[src/rtl/riscv_mc_controller.sv]
// riscv_mc_controller: multi-cycle RV32 control FSM (FETCH/DECODE/EXEC/MEM/WB/HALT)
// with ack-timeout fault detection and a saturating cycle counter.
`default_nettype none

module riscv_mc_controller #(
  parameter int CNT_W       = 16,
  parameter int ACK_TIMEOUT = 64
) (
  input  logic             clk,
  input  logic             rst_n,
  input  logic [6:0]       opcode,
  input  logic             branch_taken,
  input  logic             imem_ack,
  input  logic             dmem_ack,
  output logic             imem_req,
  output logic             dmem_req,
  output logic             dmem_we,
  output logic             ir_we,
  output logic             reg_we,
  output logic             pc_we,
  output logic [1:0]       pc_sel,
  output logic [1:0]       wb_sel,
  output logic             alu_src_imm,
  output logic             done,
  output logic             fault,
  output logic [CNT_W-1:0] clock_count
);

  localparam int WAIT_W = $clog2(ACK_TIMEOUT + 1);
  localparam logic [WAIT_W-1:0] TIMEOUT_VAL = WAIT_W'(ACK_TIMEOUT);

  localparam logic [6:0] OP_R      = 7'b0110011;
  localparam logic [6:0] OP_I      = 7'b0010011;
  localparam logic [6:0] OP_LOAD   = 7'b0000011;
  localparam logic [6:0] OP_STORE  = 7'b0100011;
  localparam logic [6:0] OP_BRANCH = 7'b1100011;
  localparam logic [6:0] OP_JAL    = 7'b1101111;
  localparam logic [6:0] OP_LUI    = 7'b0110111;
  localparam logic [6:0] OP_SYSTEM = 7'b1110011;

  typedef enum logic [2:0] {
    S_FETCH  = 3'd0,
    S_DECODE = 3'd1,
    S_EXEC   = 3'd2,
    S_MEM    = 3'd3,
    S_WB     = 3'd4,
    S_HALT   = 3'd5
  } state_t;

  state_t            state_q, state_d;
  logic [WAIT_W-1:0] wait_q, wait_d;
  logic [CNT_W-1:0]  cnt_q, cnt_d;
  logic              done_q, done_d;
  logic              fault_q, fault_d;

  logic       w_imem_req, w_dmem_req, w_dmem_we, w_ir_we, w_reg_we, w_pc_we;
  logic [1:0] w_pc_sel, w_wb_sel;
  logic       w_alu_src_imm;

  logic w_is_load, w_is_store, w_is_legal;
  assign w_is_load  = (opcode == OP_LOAD);
  assign w_is_store = (opcode == OP_STORE);
  assign w_is_legal = (opcode == OP_R) || (opcode == OP_I) || w_is_load || w_is_store ||
                      (opcode == OP_BRANCH) || (opcode == OP_JAL) || (opcode == OP_LUI);

  always_comb begin
    state_d       = state_q;
    wait_d        = wait_q;
    done_d        = done_q;
    fault_d       = fault_q;
    w_imem_req    = 1'b0;
    w_dmem_req    = 1'b0;
    w_dmem_we     = 1'b0;
    w_ir_we       = 1'b0;
    w_reg_we      = 1'b0;
    w_pc_we       = 1'b0;
    w_pc_sel      = 2'd2;
    w_wb_sel      = 2'd0;
    w_alu_src_imm = 1'b0;

    case (state_q)
      S_FETCH: begin
        w_imem_req = 1'b1;
        if (imem_ack) begin
          w_ir_we = 1'b1;
          state_d = S_DECODE;
        end else if (wait_q == TIMEOUT_VAL) begin
          // The wait already spans ACK_TIMEOUT cycles; an ack in this cycle
          // would still have been taken above.
          state_d = S_HALT;
          done_d  = 1'b1;
          fault_d = 1'b1;
        end else begin
          wait_d = wait_q + 1'b1;
        end
      end
      S_DECODE: begin
        if (opcode == OP_SYSTEM) begin
          state_d = S_HALT;
          done_d  = 1'b1;
        end else if (w_is_legal) begin
          state_d = S_EXEC;
        end else begin
          state_d = S_HALT;
          done_d  = 1'b1;
          fault_d = 1'b1;
        end
      end
      S_EXEC: begin
        w_alu_src_imm = (opcode == OP_I) || w_is_load || w_is_store || (opcode == OP_LUI);
        if (opcode == OP_BRANCH) begin
          w_pc_we  = 1'b1;
          w_pc_sel = branch_taken ? 2'd1 : 2'd0;
          state_d  = S_FETCH;
        end else if (w_is_load || w_is_store) begin
          state_d = S_MEM;
        end else begin
          state_d = S_WB;
        end
      end
      S_MEM: begin
        w_dmem_req = 1'b1;
        w_dmem_we  = w_is_store;
        if (dmem_ack) begin
          if (w_is_store) begin
            w_pc_we  = 1'b1;
            w_pc_sel = 2'd0;
            state_d  = S_FETCH;
          end else begin
            state_d = S_WB;
          end
        end else if (wait_q == TIMEOUT_VAL) begin
          state_d = S_HALT;
          done_d  = 1'b1;
          fault_d = 1'b1;
        end else begin
          wait_d = wait_q + 1'b1;
        end
      end
      S_WB: begin
        w_reg_we = 1'b1;
        w_pc_we  = 1'b1;
        w_wb_sel = w_is_load ? 2'd1 : ((opcode == OP_JAL) ? 2'd2 : 2'd0);
        w_pc_sel = (opcode == OP_JAL) ? 2'd1 : 2'd0;
        state_d  = S_FETCH;
      end
      S_HALT: begin
        state_d = S_HALT;
      end
      default: begin
        state_d = S_FETCH;
      end
    endcase

    if ((state_d == S_FETCH || state_d == S_MEM) && (state_d != state_q)) begin
      wait_d = '0;
    end
  end

  always_comb begin
    cnt_d = cnt_q;
    if (state_q != S_HALT && cnt_q != {CNT_W{1'b1}}) begin
      cnt_d = cnt_q + 1'b1;
    end
  end

  always_ff @(posedge clk or negedge rst_n) begin
    if (!rst_n) begin
      state_q <= S_FETCH;
      wait_q  <= '0;
      cnt_q   <= '0;
      done_q  <= 1'b0;
      fault_q <= 1'b0;
    end else begin
      state_q <= state_d;
      wait_q  <= wait_d;
      cnt_q   <= cnt_d;
      done_q  <= done_d;
      fault_q <= fault_d;
    end
  end

  // Gating with rst_n forces requests/strobes low the instant reset asserts.
  assign imem_req    = w_imem_req & rst_n;
  assign dmem_req    = w_dmem_req & rst_n;
  assign dmem_we     = w_dmem_we & rst_n;
  assign ir_we       = w_ir_we & rst_n;
  assign reg_we      = w_reg_we & rst_n;
  assign pc_we       = w_pc_we & rst_n;
  assign pc_sel      = w_pc_sel;
  assign wb_sel      = w_wb_sel;
  assign alu_src_imm = w_alu_src_imm & rst_n;
  assign done        = done_q;
  assign fault       = fault_q;
  assign clock_count = cnt_q;

endmodule

`default_nettype wire

[config.mk]
export PLATFORM = sky130hd
export DESIGN_NAME = riscv_mc_controller
export DESIGN_NICKNAME = d
export VERILOG_FILES = /design/src/rtl/riscv_mc_controller.sv
export SDC_FILE = /design/constraint.sdc
export NUM_CORES = 1
export LEC_CHECK = 0
export ABC_CLOCK_PERIOD_IN_PS = 2140
export BUFFER_PORTS_ARGS = -buffer_cell sky130_fd_sc_hd__buf_4
export CAP_MARGIN = 40
export CELL_PAD_IN_SITES_DETAIL_PLACEMENT = 2
export CELL_PAD_IN_SITES_GLOBAL_PLACEMENT = 2
export CORE_ASPECT_RATIO = 1.25
export CORE_MARGIN = 2
export CORE_UTILIZATION = 32
export CTS_CLUSTER_DIAMETER = 80
export DETAILED_ROUTE_END_ITERATION = 8
export MAX_ROUTING_LAYER = met4
export PLACE_DENSITY = 0.76
export SYNTH_ARGS = -nofsm -noshare
export SYNTH_HDL_FRONTEND = slang
export SYNTH_SLANG_ARGS = --single-unit
[constraint.sdc]
create_clock -name clk -period 2.14 [get_ports clk]
set_input_delay 0 -clock clk [delete_from_list [all_inputs] [get_ports clk]]
set_output_delay 0 -clock clk [all_outputs]
set_load 0.02 [all_outputs]
### Word level (Yosys, flattened, before mapping)

Index checks and enable logic that the tools add are counted.

* word-level logic and storage cells: 104
* register bits: 28
* output and inout bits: 29

* reductions and logical operators: 20
* bitwise logic cells: 7
* eq/ne operators: 25
* muxes and demuxes: 45
* $add $sub $neg: 2

Operators with widths (number)
* $eq A7 B7 Y1 const B: 4
* $mux W7: 4
* $mux W3: 8
* $eq A7 B6 Y1 const B: 3
* $mux W1: 21
* $add A16 B1 Y16 const B: 1
* $ne A16 B16 Y1 const B: 1
* $pmux W3 S5: 1
* $pmux W7 S2: 1
* $mux W2: 6
* $ne A3 B3 Y1 const B: 4
* $logic_or A1 B1 Y1: 11
* $eq A3 B2 Y1 const B: 3
* $pmux W1 S3: 3
* $ne A2 B2 Y1 const B: 4
* $add A7 B1 Y7 const B: 1
* $and A1 B1 Y1: 7
* $eq A7 B2 Y1 const B: 1
* $eq A7 B5 Y1 const B: 1
* $eq A3 B3 Y1 const B: 2
* $logic_not A3 Y1: 2
* $pmux W2 S3: 1
* $reduce_bool A3 Y1: 2
* $reduce_and A5 Y1: 1
* other kinds (5): 6

### Longest topological paths before layout

* depth after elaboration: 15
* depth in mapped cells: 7
* mapped depth without buffers: 7

### Worst setup path after synthesis

OpenSTA, ideal clock, no wires.

* path type: reg-to-output
* from: reg state_q[2]
* to: out ir_we
* slack: 316 ps
* stages on the path, launching flop included: 5
* arrival time: 1824 ps
* cell sequence: dfrtp_1 -> buf_2 -> clkbuf_1 -> nor4b_1 -> and2_1

* word-level cells in the longest chain between the ends: 3

Ends and longest elaborated chain
* start, declared: line 50 `state_t state_q, state_d;`
* start signal, assigned: line 175 `state_q <= state_d;`
* $logic_not A3 Y1: line 81 `case (state_q)`
* $mux W1: line 81
* $and A1 B1 Y1: line 187 `assign ir_we = w_ir_we & rst_n;`
* end, declared: line 18 `output logic ir_we,`

Every way passes these cells.

### Worst setup path after layout

* from: reg state_q[2]
* to: out pc_we

* word-level cells in the longest chain between the ends: 3
* elaborated cells between the ends (all ways): 5
* those cells by class: eq/ne: 3; mux: 1; bitwise: 1

Ends and longest elaborated chain
* $eq A3 B3 Y1 / $eq A3 B2 Y1 (equally long branches): line 81
* $pmux W1 S3 *: line 81
* $and A1 B1 Y1 *: line 189 `assign pc_we = w_pc_we & rst_n;`
* end, declared: line 20 `output logic pc_we,`

Every way passes the cells marked *; elsewhere a longest branch is shown, timed or not.

==> impl_metrics.toml <==
[placement]
gp_congestion = 0.755
dp.cells = 296
placed_area_um2 = 2170
portBuffers = 40
dpl_worst_slack_ps = 180
hpwl_mm = 4.02

[grt]
grt_max_degree = 27
grt_util_all_layers_pct = 17.0
gr-total-overflow = 0
grt_pass1_wl_mm = 8.29
grt_antenna_before_repair = 0
grt_pass1_vias = 1652

[worst_setup_path]
critPathCaptureType = "output port"
path_class = "flop to output port"
path_max_fanout = 12
crit_path_start_kind = "flop"
crit_arrival_ps = 2000
required_ps = 2140

[synth]
synth-main-ff-cell = "dfrtp_1"
synth_edf_count = 0
yosysTopAreaCell = "dfrtp_1"
synth_area_um2 = 1760
synthArstFlopShare_pct = 100
yosysWarningCount = 0
syn_inst = 191
ys_seq_area_share_pct = 39.8
synth.distinct_cells = 46
synthesis.nets = 206
synth_top_cell_area_share_pct = 39.8
ys_seq_elements = 28
synthTopCellsByArea = "dfrtp_1 40%, xnor2_1 7.5%, nor2_1 4.7%"
synth_area_per_cell_um2 = 9.22

[floorplan]
core_area_um2 = 5370
die_h_um = 87.0
die-area_um2 = 6120
ios = 41
die_width_um = 70.4
fp-row-count = 30
start_util_pct = 32.8

[sta]
fmaxAchievable_mhz = 499
relSlewSlack_pct = 69.5
period_share_pct = 93.6
fin_ws_ps = 137
final_max_slew_viol_count = 0
final_hold_viol_count = 0
tightest_slew_ps = 454
setup_viol = 0
post-route-min-period_ps = 2000
clock_skew_ps = 5.36

[final_layout]
utilization_pct = 42.0
diodes = 0
drive_gt1_share_pct = 26.1
final_nets = 254
design_area_um2 = 2260
final_cells = 302
syn2layout_area_growth_pct = 28.1

[route]
drcViolationCount = 0
wl_mm = 4.99
ant_nets = 0
wl_per_cell_um = 16.5
drt-vias-per-instance = 5.27
drt_iter0_drc = 50
firstDrtPassIters = 4
num_vias = 1592

[cts]
clkSinkCount = 28
cts_tree = "built"
worstSkewPairLatency_ps = 270
clk_pin_slew_worst_paths_ps = 90
max-clock-path-buffers = 2
cts_root_buffer = "clkbuf_8"
post_cts_resize_count = 0
cts_made_buffers = 3
htree_levels = 1

[pwr]
power_leakage_nw = 0.979
powerDensity_nw_per_um2 = 963
vdd_ir_drop_max_uv = 444

[job]
cap_violations = 0

[status]
status = "finished clean"

[min_path]
hold_path_class = "input pin to flop"
[worst max-delay path: stages (launching register included)]
cell and delay [ps]:
dfrtp_1 520, nand2b_1 250, or4_4 490, a21oi_2 140, a31oi_1 70, nor2b_2 120
buf_4 140
[what timing repair did]
item | in CTS | in global routing
hold buffers | 1 | 0
endpoints found under the hold margin | 28 | 0
setup buffers | 0 | 1
endpoints found under the setup margin | 0 | 7
[registers in the layout, indices dropped and copies added (netlist names)]
register     flops
clock_count     16
wait_q           7
state_q          3
done             1
fault            1
[power breakdown]
part | leakage (nW) | total, W | switching [W] | internal (W)
sequential | 0.360 | 0.000830 | 0.000191 | 0.000639
clock | 0.0357 | 0.000409 | 0.000158 | 0.000250
combinational | 0.584 | 0.000934 | 0.000530 | 0.000404
[per-stage QoR]
step / TNS (ps) / total power [W] / hold WS, ps
final: 0 / 0.00217 / 58.4
after global routing: -10.7 / 0.00234 / 66.0
after CTS: 0 / 0.00222 / 51.2
after detailed placement: 0 / 0.00179 / -184
after global placement: 0 / 0.00174 / -183
after floorplan: 0 / 0.00139 / -296
[cells in the mapped netlist, types with 2 or more instances]
| cell type | count |
|---|---|
| dfrtp_1 | 28 |
| nor2_1 | 22 |
| nand2_1 | 16 |
| xnor2_1 | 15 |
| nor3_1 | 11 |
| nand3_1 | 9 |
| a21oi_1 | 8 |
| nand4_1 | 6 |
| o21ai_0 | 6 |
| inv_1 | 5 |
| xor2_1 | 5 |
| and3_1 | 4 |
| buf_2 | 4 |
| nand2b_1 | 4 |
| a31oi_1 | 3 |
| ha_1 | 3 |
| nor4_1 | 3 |
| nor4b_1 | 3 |
| a21o_1 | 2 |
| and2_1 | 2 |
| and4_1 | 2 |
| clkbuf_1 | 2 |
| mux2_2 | 2 |
| mux2i_1 | 2 |
| nor2b_1 | 2 |
| or3_1 | 2 |
[final cells by class]
class / instances / area, um2
fill: 611 / 3110
multi-input combinational: 152 / 1010
sequential: 28 / 701
timing repair buffer: 49 / 370
tap: 64 / 80.1
clock buffer: 3 / 41.3
clock inverter: 1 / 30.0
inverter: 5 / 18.8
[kinds of logic (layout without fill, tap and decap cells)]
family / after synthesis / after routing / share of synthesized area (%)
XOR/XNOR: 20 / 20 / 9.94
AND/OR/NAND/NOR: 96 / 96 / 30.7
AO/OA/AOI/OAI: 29 / 29 / 12.4
multiplexers: 4 / 4 / 2.41
adder cells (fa/ha/maj): 3 / 3 / 2.13
buffers and inverters: 11 / 58 / 2.63
flip-flops: 28 / 28 / 39.8
[placed cells by master, fill, tap and decap left out, types with 4 or more instances in the layout]
cell | Yosys | final
a21oi_1 | 8 | 8
and3_1 | 4 | 4
buf_4 | 0 | 48
dfrtp_1 | 28 | 28
inv_1 | 5 | 5
nand2_1 | 16 | 16
nand2b_1 | 4 | 4
nand3_1 | 9 | 9
nand4_1 | 6 | 6
nor2_1 | 22 | 22
nor3_1 | 11 | 11
o21ai_0 | 6 | 6
xnor2_1 | 15 | 15
xor2_1 | 5 | 5
[layer usage]
layer | GRT usage [%] | wire (um)
met3 | 2.08 | 108
met1 | 20.6 | 2160
met4 | 1.57 | 25
met2 | 31.4 | 2690
met5 | - | 0
[worst paths after layout]
check / startpoint / to / slack (ps) / cells past startpoint
max in group asynchronous: rst_n / clock_count[12]$_DFFE_PN0P_ / 1540 / 3
max reg2reg: wait_q[0]$_DFFE_PN0P_ / wait_q[0]$_DFFE_PN0P_ / 210 / 8
max: state_q[2]$_DFF_PN0_ / pc_we / 140 / 6
min in group asynchronous: rst_n / done$_DFFE_PN0P_ / 80 / 2
min reg2reg: fault$_DFFE_PN0P_ / fault$_DFFE_PN0P_ / 470 / 1
min: opcode[0] / fault$_DFFE_PN0P_ / 60 / 3
No activity file was read; power rests on OpenSTA's default activity.
